## src/rtl/mantissa_normalizer.sv

```systemverilog
// mantissa_normalizer: sequential post-add mantissa normalization, one shift per clock
module mantissa_normalizer (
  input  logic       clk,
  input  logic       rst_n,
  input  logic       start,
  input  logic [8:0] sm_in,
  input  logic [7:0] exp_in,
  output logic       busy,
  output logic       done,
  output logic [7:0] mant_out,
  output logic [7:0] exp_out,
  output logic       zero,
  output logic       overflow,
  output logic       underflow
);
  typedef enum logic [1:0] {IDLE, SHIFT, DONE} state_t;
  state_t     state_q, state_d;
  logic [8:0] m_q, m_d;
  logic [7:0] e_q, e_d;
  logic [7:0] mant_q, mant_d;
  logic [7:0] exp_q, exp_d;
  logic       zero_q, zero_d;
  logic       ovf_q, ovf_d;
  logic       unf_q, unf_d;
  // State and result registers; a reset discards any operation in flight
  always_ff @(posedge clk or negedge rst_n) begin
    if (!rst_n) begin
      state_q <= IDLE;
      m_q     <= '0;
      e_q     <= '0;
      mant_q  <= '0;
      exp_q   <= '0;
      zero_q  <= 1'b0;
      ovf_q   <= 1'b0;
      unf_q   <= 1'b0;
    end else begin
      state_q <= state_d;
      m_q     <= m_d;
      e_q     <= e_d;
      mant_q  <= mant_d;
      exp_q   <= exp_d;
      zero_q  <= zero_d;
      ovf_q   <= ovf_d;
      unf_q   <= unf_d;
    end
  end
  // Next state: accept in IDLE, resolve or shift once per SHIFT cycle, pulse done in DONE
  always_comb begin
    state_d = state_q;
    m_d     = m_q;
    e_d     = e_q;
    mant_d  = mant_q;
    exp_d   = exp_q;
    zero_d  = zero_q;
    ovf_d   = ovf_q;
    unf_d   = unf_q;
    case (state_q)
      IDLE: if (start) begin
        state_d = SHIFT;
        m_d     = sm_in;
        e_d     = exp_in;
        zero_d  = 1'b0;
        ovf_d   = 1'b0;
        unf_d   = 1'b0;
      end
      SHIFT: begin
        state_d = DONE;
        if (m_q[8] && e_q == 8'hFF) begin
          mant_d = 8'h00;
          exp_d  = 8'hFF;
          ovf_d  = 1'b1;
        end else if (m_q[8]) begin
          mant_d = m_q[8:1];
          exp_d  = e_q + 8'd1;
        end else if (m_q == 9'd0) begin
          mant_d = 8'h00;
          exp_d  = 8'h00;
          zero_d = 1'b1;
        end else if (m_q[7]) begin
          mant_d = m_q[7:0];
          exp_d  = e_q;
        end else if (e_q == 8'd0) begin
          mant_d = m_q[7:0];
          exp_d  = 8'h00;
          unf_d  = 1'b1;
        end else begin
          state_d = SHIFT;
          m_d     = {m_q[7:0], 1'b0};
          e_d     = e_q - 8'd1;
        end
      end
      DONE:    state_d = IDLE;
      default: state_d = IDLE;
    endcase
  end
  assign busy      = state_q != IDLE;
  assign done      = state_q == DONE;
  assign mant_out  = mant_q;
  assign exp_out   = exp_q;
  assign zero      = zero_q;
  assign overflow  = ovf_q;
  assign underflow = unf_q;
endmodule

```

## config.mk

```make
export PLATFORM = sky130hd
export DESIGN_NAME = mantissa_normalizer
export DESIGN_NICKNAME = d
export VERILOG_FILES = /design/src/rtl/mantissa_normalizer.sv
export SDC_FILE = /design/constraint.sdc
export NUM_CORES = 1
export LEC_CHECK = 0
export ABC_AREA = 1
export CELL_PAD_IN_SITES_DETAIL_PLACEMENT = 1
export CELL_PAD_IN_SITES_GLOBAL_PLACEMENT = 2
export CORE_ASPECT_RATIO = 1.75
export CORE_MARGIN = 1
export CORE_UTILIZATION = 30
export DETAILED_ROUTE_END_ITERATION = 10
export PLACE_DENSITY_LB_ADDON = 0.12
export REMOVE_ABC_BUFFERS = 1
export SLEW_MARGIN = 0
export SYNTH_ARGS = -nofsm -noshare
export SYNTH_HDL_FRONTEND = slang
export SYNTH_SLANG_ARGS = --single-unit
```

## constraint.sdc

```tcl
create_clock -name clk -period 2.3 [get_ports clk]
set_clock_uncertainty 0.15 [all_clocks]
set_input_delay 0.23 -clock clk [delete_from_list [all_inputs] [get_ports clk]]
set_output_delay 0.23 -clock clk [all_outputs]
set_load 0.005 [all_outputs]
```

==> flow_summary_export.csv, run 1 <==
group,metric,value,unit
clock_network,htree_levels,2,
critical_path,r2r_slack,240,ps
critical_path,cp.arrival,2090,ps
critical_path,r2r-start,"e_q[0]$_DFFE_PN0P_",
drt,num_vias,2331,
outcome,violations,"design-rule violations",
clock_network,path_clk_slew,60,ps
yosys,ys_ff_latch,38,
floorplanning,fp.dieArea,0.00859,mm2
sta,slew_violations,0,
drt,vias_per_cell,4.89,
grt,grt_pass1_vias,2430,
power_and_ir_drop,seqPwrFrac,0.301,
drt,wl_per_cell,15.5,um
drt,drc_errors,8,
yosys,yosys-top-cells-count,"147 x nand2_1, 38 x dfrtp_1, 22 x inv_1, 22 x nand3_1, 22 x nor2_1",
floorplanning,initial_core_util,0.309,
layout,antenna_cells,0,
grt,grt_max_degree,27,
clock_network,insertion_delay,290,ps
yosys,synth_edf_count,0,
place,port_buffers,40,
power_and_ir_drop,comb_power_share,0.533,
job,max_cap_violations,0,
layout,drive_gt1_frac,0.129,
grt,antenna_found_initial,0,
drt,firstDrtPassIters,7,
power_and_ir_drop,power.total,4.27,mW
critical_path,ff2ff_path_depth,10,
place,place_congestion,0.817,
sta,finalHoldViolCount,0,
drt,dr.first_iter.drc_count,100,
clock_network,post-cts-setup-buffers,0,
yosys,yosysTopAreaCell,"dfrtp_1",
sta,whs,318,ps
sta,setup_tns,0,ps
yosys,synth-main-ff-cell,"dfrtp_1",
power_and_ir_drop,sw_frac_of_total,0.464,
layout,final_nets,408,
power_and_ir_drop,leakage,1.54,nW
layout,regArea,951,um2
yosys,yosysWarnings,0,
clock_network,cts_tree,"yes",
sta,fin_crit,2060,ps
sta,slew_headroom,0.622,
critical_path,critPathRequiredTime,2330,ps
yosys,synth.avg_cell_area,7.14,um2
hold_path,worstHoldPathType,"in2async",
yosys,synthArstFlopShare,1.00,
clock_network,root_buffer,"clkbuf_16",
yosys,post-synth-top-count-cell,"nand2_1",
critical_path,path_class,"reg2reg",
layout,multiInputGateArea,0.00127,mm2
power_and_ir_drop,powerDensity,1390,mW/mm2
floorplanning,coreArea,0.00796,mm2
power_and_ir_drop,switchingPower,1.98,mW
layout,layoutNonFillerInstCount,477,
place,post-dp-hpwl,5730,um
clock_network,cts_buffers,5,
yosys,ys_types,28,
grt,grt_pass1_wl,12200,um
grt,grt_overflow_total,0,
outcome,status,"complete, but fails checks",
sta,tightest_slew,567,ps
drt,ant_nets,0,
layout,fill_cells,1005,
grt,grt_util_all_layers,0.191,
critical_path,cp-start-kind,"flip-flop",
yosys,yosys-top-cells-area,"dfrtp_1 39%, nand2_1 22%, nand3_1 4.5%",
power_and_ir_drop,p_int,2.28,mW
critical_path,crit_start,"e_q[0]$_DFFE_PN0P_",
clock_network,cts_sinks,38,
place,place_inst,468,
yosys,synth-seq-area-share,0.386,
sta,setup_violations,0,
yosys,synth_top_area_share,0.386,
yosys,syn_area,0.00246,mm2
power_and_ir_drop,irDropWorstVdd,0.000438,V
sta,period_share,0.896,
floorplanning,ios,41,
floorplanning,die_x,70.5,um
yosys,synth_cells,345,
critical_path,crit_fanout,26,
clock_network,clk_path_buf_depth,2,
sta,rsz0062_at_grt,"false",
sta,max_freq,485,MHz
floorplanning,die_h,122,um
floorplanning,num_rows,43,
critical_path,crit_end,"exp_out[4]$_DFFE_PN0P_",
drt,drt_wl_total,7420,um
critical_path,critical_path.endpoint_type,"flip-flop",
critical_path,r2r_end,"exp_out[4]$_DFFE_PN0P_",
layout,synthToLayoutAreaGrowth,24.8,%
power_and_ir_drop,p_clk_frac,0.166,
-- per-stage QoR --
step | util | cell area [um2] | setup WS [ps]
final | 0.386 | 3070 | 239
after floorplan | - | 2330 | 524
after detailed placement | 0.366 | 2910 | 217
after CTS | 0.386 | 3070 | 219
after global placement | 0.366 | 2910 | 307
after global routing | 0.386 | 3070 | 19.1
-- worst max-delay path, cell delays in order (launching register included) --
cell and delay (ps):
dfrtp_1 460, inv_1 130, ha_1 270, nand2_2 130
inv_2 50, nand2_2 120, nand3_2 120, nand2_4 240
inv_2 130, nand2_1 80, nand2_1 50
-- power groups by stage --
stage	Combinational, mW	Sequential [mW]	Clock, mW
2_1_floorplan	1.38	1.27	0
3_3_place_gp	2.30	1.30	0
3_5_place_dp	2.32	1.30	0
4_1_cts	2.34	1.29	0.732
5_1_grt	2.60	1.33	0.756
6_report	2.27	1.28	0.708
-- layer usage --
| layer | share of wire | vias to the layer above | global-route usage | routed length [um] |
|---|---|---|---|---|
| li1 | - | 1166 | - | - |
| met1 | 0.38 | 1122 | 0.202 | 2810 |
| met2 | 0.58 | 32 | 0.373 | 4270 |
| met3 | 0.022 | 11 | 0.0232 | 164 |
| met4 | 0.023 | 0 | 0.0816 | 167 |
| met5 | 0 | - | 0 | 0 |
-- registers in the layout, indices dropped and copies added (netlist names) --
signal	cells
exp_out	8
e_q	8
zero	1
state_q	2
m_q	9
overflow	1
underflow	1
mant_out	8
-- cell families (layout without fill, tap and decap cells) --
family / after synthesis / count (layout) / synth area share
adder cells (fa/ha/maj): 2 / 2 / 0.0102
AO/OA/AOI/OAI: 37 / 37 / 0.0904
flip-flops: 38 / 38 / 0.386
buffers and inverters: 47 / 89 / 0.0996
AND/OR/NAND/NOR: 221 / 221 / 0.414
-- cell usage in the layout, fill, tap and decap left out --
cell type and n:
nand2_1 147, clkdlybuf4s50_1 39, dfrtp_1 38, inv_1 22, nor2_1 22, nand3_1 22, o21ai_0 11, o21ai_1 10
buf_4 10, inv_2 8, nand4_1 8, nand2_2 6, o211ai_1 6, a21oi_1 5, clkbuf_16 5, nor2_4 4
nand2_4 4, nand3_2 2, nor2_2 2, nor2_8 2, a22oi_1 2, ha_1 2, nand3_4 1, o21ai_4 1
o21bai_1 1, or2_2 1, o221ai_1 1, clkbuf_8 1, clkinvlp_4 1, clkinv_2 1, dlygate4sd3_1 1, buf_2 1
-- cell type report --
| class | count | share of cell area |
|---|---|---|
| multi-input combinational | 260 | 0.412 |
| inverter | 30 | 0.0366 |
| clock buffer | 6 | 0.0452 |
| tap | 90 | 0.0366 |
| sequential | 38 | 0.309 |
| clock inverter | 2 | 0.00407 |
| timing repair buffer | 51 | 0.156 |
-- timing repair --
item / in CTS / in global routing
hold buffers: 1 / 0
gates resized for setup: 0 / 0
endpoints found under the hold margin: 23 / 0
-- worst min path at each step --
stage / from / end / slack [ps] / depth (start not counted)
after global routing: mant_out[0]$_DFFE_PN0P_ / mant_out[0]$_DFFE_PN0P_ / 360 / 2
after floorplan: rst_n / e_q[0]$_DFFE_PN0P_ / -220 / 0
after detailed placement: rst_n / zero$_DFFE_PN0P_ / 110 / 1
after CTS: exp_out[3]$_DFFE_PN0P_ / exp_out[3]$_DFFE_PN0P_ / 340 / 2
final: rst_n / mant_out[7]$_DFFE_PN0P_ / 320 / 2
after global placement: rst_n / zero$_DFFE_PN0P_ / 120 / 1
Power figures use the tool's default switching activity.
==> run 2, diff against run 1 <==
Settings changed: CORE_UTILIZATION 30 to 27.
Clock period 2.3 ns to 1.7 ns, I/O delays scaled along.
==> run 2 against run 1 <==
Against the previous run: the run now ends clean; sequential share of layout area fell by 4.8 points; cell count rose by 16%; non-clock buffer count rose by 47; hold slack got worse by 25 ps; count of clock-buffer cells in the layout fell by 1; total power rose by 67%; combinational power rose by 92%; wire length rose by 18%; setup slack got worse by 220 ps; largest cell class unchanged.
==> flow_summary_export.csv, run 2 (same netlist as run 1, synthesis figures left out) <==
group,metric,value,unit
outcome,status,"finished, final reports clean",
drt,drc_errors,0,
critical_path,cpMaxStageDelayCell,"dfrtp_1",
sta,setup_violations,0,
critical_path,crit_cells,9,
grt,grt_overflow_total,0,
clock_network,root_buffer,"clkbuf_16",
critical_path,cp_slowest_stage_delay,400,ps
clock_network,clk_path_buf_depth,2,
clock_network,cts_buffers,5,
clock_network,cts_tree,"yes",
sta,finalHoldViolCount,0,
critical_path,path_class,"reg2reg",
critical_path,crit_chain,"buf_12, nor2_8, inv_4, o21ai_4, nand2_4, buf_12, nor2_8, nand2_2, nand2_2",
grt,grt_util_all_layers,0.193,
power_and_ir_drop,leakage,1.83,nW
drt,firstDrtPassIters,4,
layout,regArea,957,um2
critical_path,r2r_slack,20,ps
sta,setup_tns,0,ps
floorplanning,die_x,74.2,um
job,max_cap_violations,0,
drt,num_vias,2556,
layout,final_nets,457,
layout,synthToLayoutAreaGrowth,48.7,%
sta,tightest_slew,643,ps
critical_path,crit_fanout,8,
place,place_inst,531,
floorplanning,coreArea,0.00878,mm2
critical_path,r2r_end,"e_q[2]$_DFFE_PN0P_",
floorplanning,fp.dieArea,0.00952,mm2
grt,antenna_found_initial,0,
layout,final_cell_mix,"139 x nand2_1, 52 x buf_4, 38 x clkdlybuf4s50_1",
clock_network,insertion_delay,290,ps
place,place_congestion,0.841,
critical_path,ff2ff_path_depth,9,
drt,wl_per_cell,15.8,um
layout,multiInputGateArea,0.00138,mm2
sta,rsz0062_at_grt,"true",
grt,grt_pass1_wl,13300,um
critical_path,cp.arrival,1760,ps
sta,slew_headroom,0.571,
sta,period_share,0.990,
layout,largest_register_ffs,9,
layout,antenna_cells,0,
clock_network,cts_sinks,38,
layout,drive_gt1_frac,0.273,
drt,vias_per_cell,4.62,
layout,fill_cells,1114,
floorplanning,num_rows,45,
critical_path,critPathRequiredTime,1770,ps
place,dpl_worst_slack,-22.8,ps
layout,layoutNonFillerInstCount,553,
sta,fin_crit,1680,ps
drt,dr.first_iter.drc_count,44,
hold_path,worstHoldPathType,"in2async",
grt,grt_max_degree,26,
floorplanning,die_h,128,um
power_and_ir_drop,irDropWorstVdd,0.000666,V
drt,ant_nets,0,
clock_network,htree_levels,2,
critical_path,crit_buf_inv,3,
layout,fin_util,0.417,
critical_path,r2r-start,"m_q[8]$_DFFE_PN0P_",
grt,grt_pass1_vias,2574,
sta,slew_violations,0,
drt,drt_wl_total,8720,um
place,port_buffers,40,
critical_path,cp-start-kind,"flip-flop",
layout,final_common_cell,"nand2_1",
floorplanning,initial_core_util,0.280,
sta,max_freq,594,MHz
floorplanning,ios,41,
layout,largest-register,"m_q",
sta,fin_ws,17.2,ps
place,post-dp-hpwl,6540,um
critical_path,crit_end,"e_q[2]$_DFFE_PN0P_",
power_and_ir_drop,power.total,7.11,mW
power_and_ir_drop,powerDensity,1940,mW/mm2
critical_path,critical_path.endpoint_type,"flip-flop",
clock_network,path_clk_slew,60,ps
critical_path,critPathTopFamily,"simple AND/OR/NAND/NOR gates",
critical_path,crit_start,"m_q[8]$_DFFE_PN0P_",
run 2: cell count changes in the layout (fill, tap and decap cells not counted), moves of 3 or more:
cell     change
inv_4        +3
nor2_2       +3
buf_12       +4
nand2_2      +6
nand2_1      -8
nor2_1       -3
dfrtp_1      -5
dfrtp_2      +5
buf_4       +42
run 2: final cells by class:
class / instances / share of cell area
clock inverter: 3 / 0.0109
sequential: 38 / 0.261
inverter: 30 / 0.0328
timing repair buffer: 98 / 0.243
clock buffer: 5 / 0.0342
tap: 117 / 0.0400
multi-input combinational: 262 / 0.378
run 2: power breakdown:
group          switching [mW]  internal [mW]  total (mW)
clock                   0.393          0.687        1.08
sequential              0.370           1.30        1.67
combinational            2.36           2.00        4.36
run 2: layer usage:
| metal | wire length [um] | vias to the layer above | share of wire | global-route usage |
|---|---|---|---|---|
| met3 | 159 | 15 | 0.018 | 0.0235 |
| li1 | - | 1276 | - | - |
| met4 | 214 | 0 | 0.025 | 0.0690 |
| met5 | 0 | - | 0 | 0 |
| met1 | 3160 | 1232 | 0.36 | 0.192 |
| met2 | 5190 | 33 | 0.60 | 0.386 |
run 2: worst min path at each step:
stage	from	endpoint	slack (ps)
floorplan	rst_n	e_q[0]$_DFFE_PN0P_	-280
global placement	rst_n	m_q[8]$_DFFE_PN0P_	80
detailed placement	rst_n	m_q[8]$_DFFE_PN0P_	90
CTS	sm_in[0]	m_q[0]$_DFFE_PN0P_	300
global route	sm_in[0]	m_q[0]$_DFFE_PN0P_	330
finish	rst_n	m_q[8]$_DFFE_PN0P_	290
run 2: metrics by stage:
step | cell area [um2] | hold slack (ps)
final | 3660 | 293
after global routing | 3660 | 330
after CTS | 3480 | 302
after detailed placement | 3250 | 88.9
after global placement | 3250 | 76.5
after floorplan | 2330 | -276
run 2: repair_timing:
item                                    in CTS  in global routing
hold buffers                                 1                  0
setup buffers                                3                  8
pin swaps                                    6                 16
gates resized for setup                      3                 31
gates cloned                                 1                  1
endpoints found under the setup margin      25                 35
hold endpoints to repair                    23                  0
==> run 3, diff against run 2 <==
Settings changed: CAP_MARGIN from default to 25, CORE_ASPECT_RATIO 1.75 to 0.9.
==> run 3 against run 2 <==
Against the previous run: count of clock-buffer cells in the layout did not move; total power down 7.1%; setup slack better by 50 ps; critical path type unchanged; first-iteration DRC count is 80% higher; non-clock buffer count is 7 lower; clock power shrank 28%; sequential share of layout area up 0.81 points; via count decreased by 4.2%; fmax grew 3.1%; combinational power is 4.6% lower; design area is 2.6% lower; largest power group unchanged; hold slack worse by 70 ps.
==> flow_summary_export.csv, run 3 (same netlist as run 1, synthesis figures left out) <==
group,metric,value,unit
floorplanning,die_x,103,um
critical_path,critPathRequiredTime,1730,ps
grt,grt_util_all_layers,0.172,
place,place_congestion,0.786,
critical_path,critical_path.endpoint_type,"flip-flop",
power_and_ir_drop,seqPwrFrac,0.252,
drt,firstDrtPassIters,4,
clock_network,insertion_delay,290,ps
hold_path,worstHoldPathType,"in2async",
layout,fill_cells,1126,
floorplanning,ios,41,
critical_path,critPathTopFamily,"simple AND/OR/NAND/NOR gates",
power_and_ir_drop,switchingPower,2.98,mW
power_and_ir_drop,irDropWorstVdd,0.000503,V
layout,antenna_cells,0,
critical_path,cp_slowest_stage_delay,400,ps
layout,largest-register,"m_q",
floorplanning,coreArea,0.00873,mm2
critical_path,cpMaxStageDelayCell,"dfrtp_1",
critical_path,crit_cells,9,
sta,finalHoldViolCount,0,
power_and_ir_drop,p_int,3.62,mW
sta,max_freq,612,MHz
outcome,status,"finished, final reports clean",
grt,antenna_found_initial,0,
sta,slew_violations,0,
power_and_ir_drop,comb_power_share,0.630,
drt,dr.first_iter.drc_count,79,
layout,final_area,0.00357,mm2
critical_path,crit_fanout,8,
grt,grt_max_degree,23,
layout,multiInputGateArea,0.00137,mm2
critical_path,crit_top_cell,"nand2_1",
layout,final_cell_mix,"146 x nand2_1, 45 x buf_4, 37 x clkdlybuf4s50_1",
power_and_ir_drop,sw_frac_of_total,0.452,
drt,ant_nets,0,
critical_path,ff2ff_path_depth,9,
critical_path,cp-start-kind,"flip-flop",
layout,largest_register_ffs,9,
power_and_ir_drop,power.total,6.60,mW
layout,final_common_cell,"nand2_1",
sta,setup_tns,0,ps
drt,num_vias,2449,
power_and_ir_drop,p_clk_frac,0.118,
layout,layoutNonFillerInstCount,548,
clock_network,clk_path_buf_depth,2,
place,post-dp-hpwl,5790,um
drt,drt_wl_total,7920,um
critical_path,path_class,"reg2reg",
floorplanning,die_h,92.6,um
clock_network,cts_tree,"yes",
clock_network,path_clk_slew,80,ps
floorplanning,initial_core_util,0.282,
sta,fin_crit,1630,ps
floorplanning,fp.dieArea,0.00951,mm2
job,max_cap_violations,0,
drt,wl_per_cell,14.5,um
grt,grt_pass1_wl,12600,um
sta,slew_headroom,0.688,
clock_network,cts_buffers,5,
sta,period_share,0.960,
sta,setup_violations,0,
floorplanning,num_rows,32,
place,port_buffers,40,
grt,grt_overflow_total,0,
drt,vias_per_cell,4.47,
sta,tightest_slew,469,ps
critical_path,cp.arrival,1670,ps
layout,drive_gt1_frac,0.254,
layout,regArea,961,um2
drt,drc_errors,0,
power_and_ir_drop,powerDensity,1850,mW/mm2
layout,synthToLayoutAreaGrowth,44.8,%
place,place_area,0.00321,mm2
power_and_ir_drop,leakage,1.79,nW
critical_path,crit_chain,"buf_4, nor2_8, inv_2, o21ai_4, nand2_4, inv_4, nand2_8, nand2_1, nand2_1",
layout,final_nets,450,
clock_network,root_buffer,"clkbuf_8",
critical_path,crit_buf_inv,3,
sta,rsz0062_at_grt,"true",
place,place_inst,527,
sta,whs,223,ps
clock_network,cts_sinks,38,
grt,grt_pass1_vias,2458,
clock_network,htree_levels,2,
[run 3: cell count changes in the layout (fill, tap and decap cells not counted), sizes merged]
cell | previous run | this run
inv | 30 | 29
buf | 58 | 50
clkdlybuf4s50 | 38 | 37
clkbuf | 5 | 6
clkinvlp | 0 | 1
dlymetal6s2s | 1 | 2
[run 3: power by group through the flow]
stage	clock network (mW)	registers, mW	logic [mW]
2_1_floorplan	0	1.72	1.87
3_3_place_gp	0	1.66	3.61
3_5_place_dp	0	1.68	3.66
4_1_cts	0.811	1.65	3.74
5_1_grt	0.838	1.72	4.66
6_report	0.778	1.66	4.16
[run 3: final timing paths]
path / from / endpoint / slack, ps
max reg2reg: m_q[8]$_DFFE_PN0P_ / m_q[2]$_DFFE_PN0P_ / 70
max in group asynchronous: rst_n / m_q[7]$_DFFE_PN0P_ / 690
min in group clk: sm_in[8] / m_q[8]$_DFFE_PN0P_ / 300
min: rst_n / exp_out[5]$_DFFE_PN0P_ / 220
min reg2reg: exp_out[1]$_DFFE_PN0P_ / exp_out[1]$_DFFE_PN0P_ / 330
max: m_q[8]$_DFFE_PN0P_ / m_q[2]$_DFFE_PN0P_ / 70
[run 3: metrics by stage]
| stage | util | worst slack (ps) |
|---|---|---|
| 6_report | 0.409 | 67.3 |
| 3_3_place_gp | 0.368 | -17.6 |
| 5_1_grt | 0.409 | -19.0 |
| 4_1_cts | 0.384 | 5.52 |
| 2_1_floorplan | - | -76.1 |
| 3_5_place_dp | 0.368 | -33.8 |
[run 3: timing repair]
action	CTS	global route
resized for setup	1	31
buffers inserted	2	7
hold buffers	1	0
hold endpoints to repair	16	0
endpoints found under the setup margin	29	35
cloned	0	3
pin swaps	2	10
[run 3: per-layer routing]
metal	up-vias	GRT usage	share of wire
met5	-	0	0
met4	0	0.0321	0.0024
met3	2	0.0257	0.021
met2	31	0.266	0.45
met1	1159	0.253	0.53
li1	1257	-	-
[run 3: worst register-to-register path: stages, from the launching register on]
cell	delay [ps]
dfrtp_1	400
buf_4	180
nor2_8	110
inv_2	50
o21ai_4	160
nand2_4	130
inv_4	140
nand2_8	90
nand2_1	70
nand2_1	50
[run 3: cell type report]
cell class              count  share of cell area
inverters                  30              0.0340
well taps                 119              0.0418
multi-input cells         262               0.385
repair buffers             91               0.239
flip-flops and latches     38               0.269
clock inverters             3              0.0112
clock buffers               5              0.0193
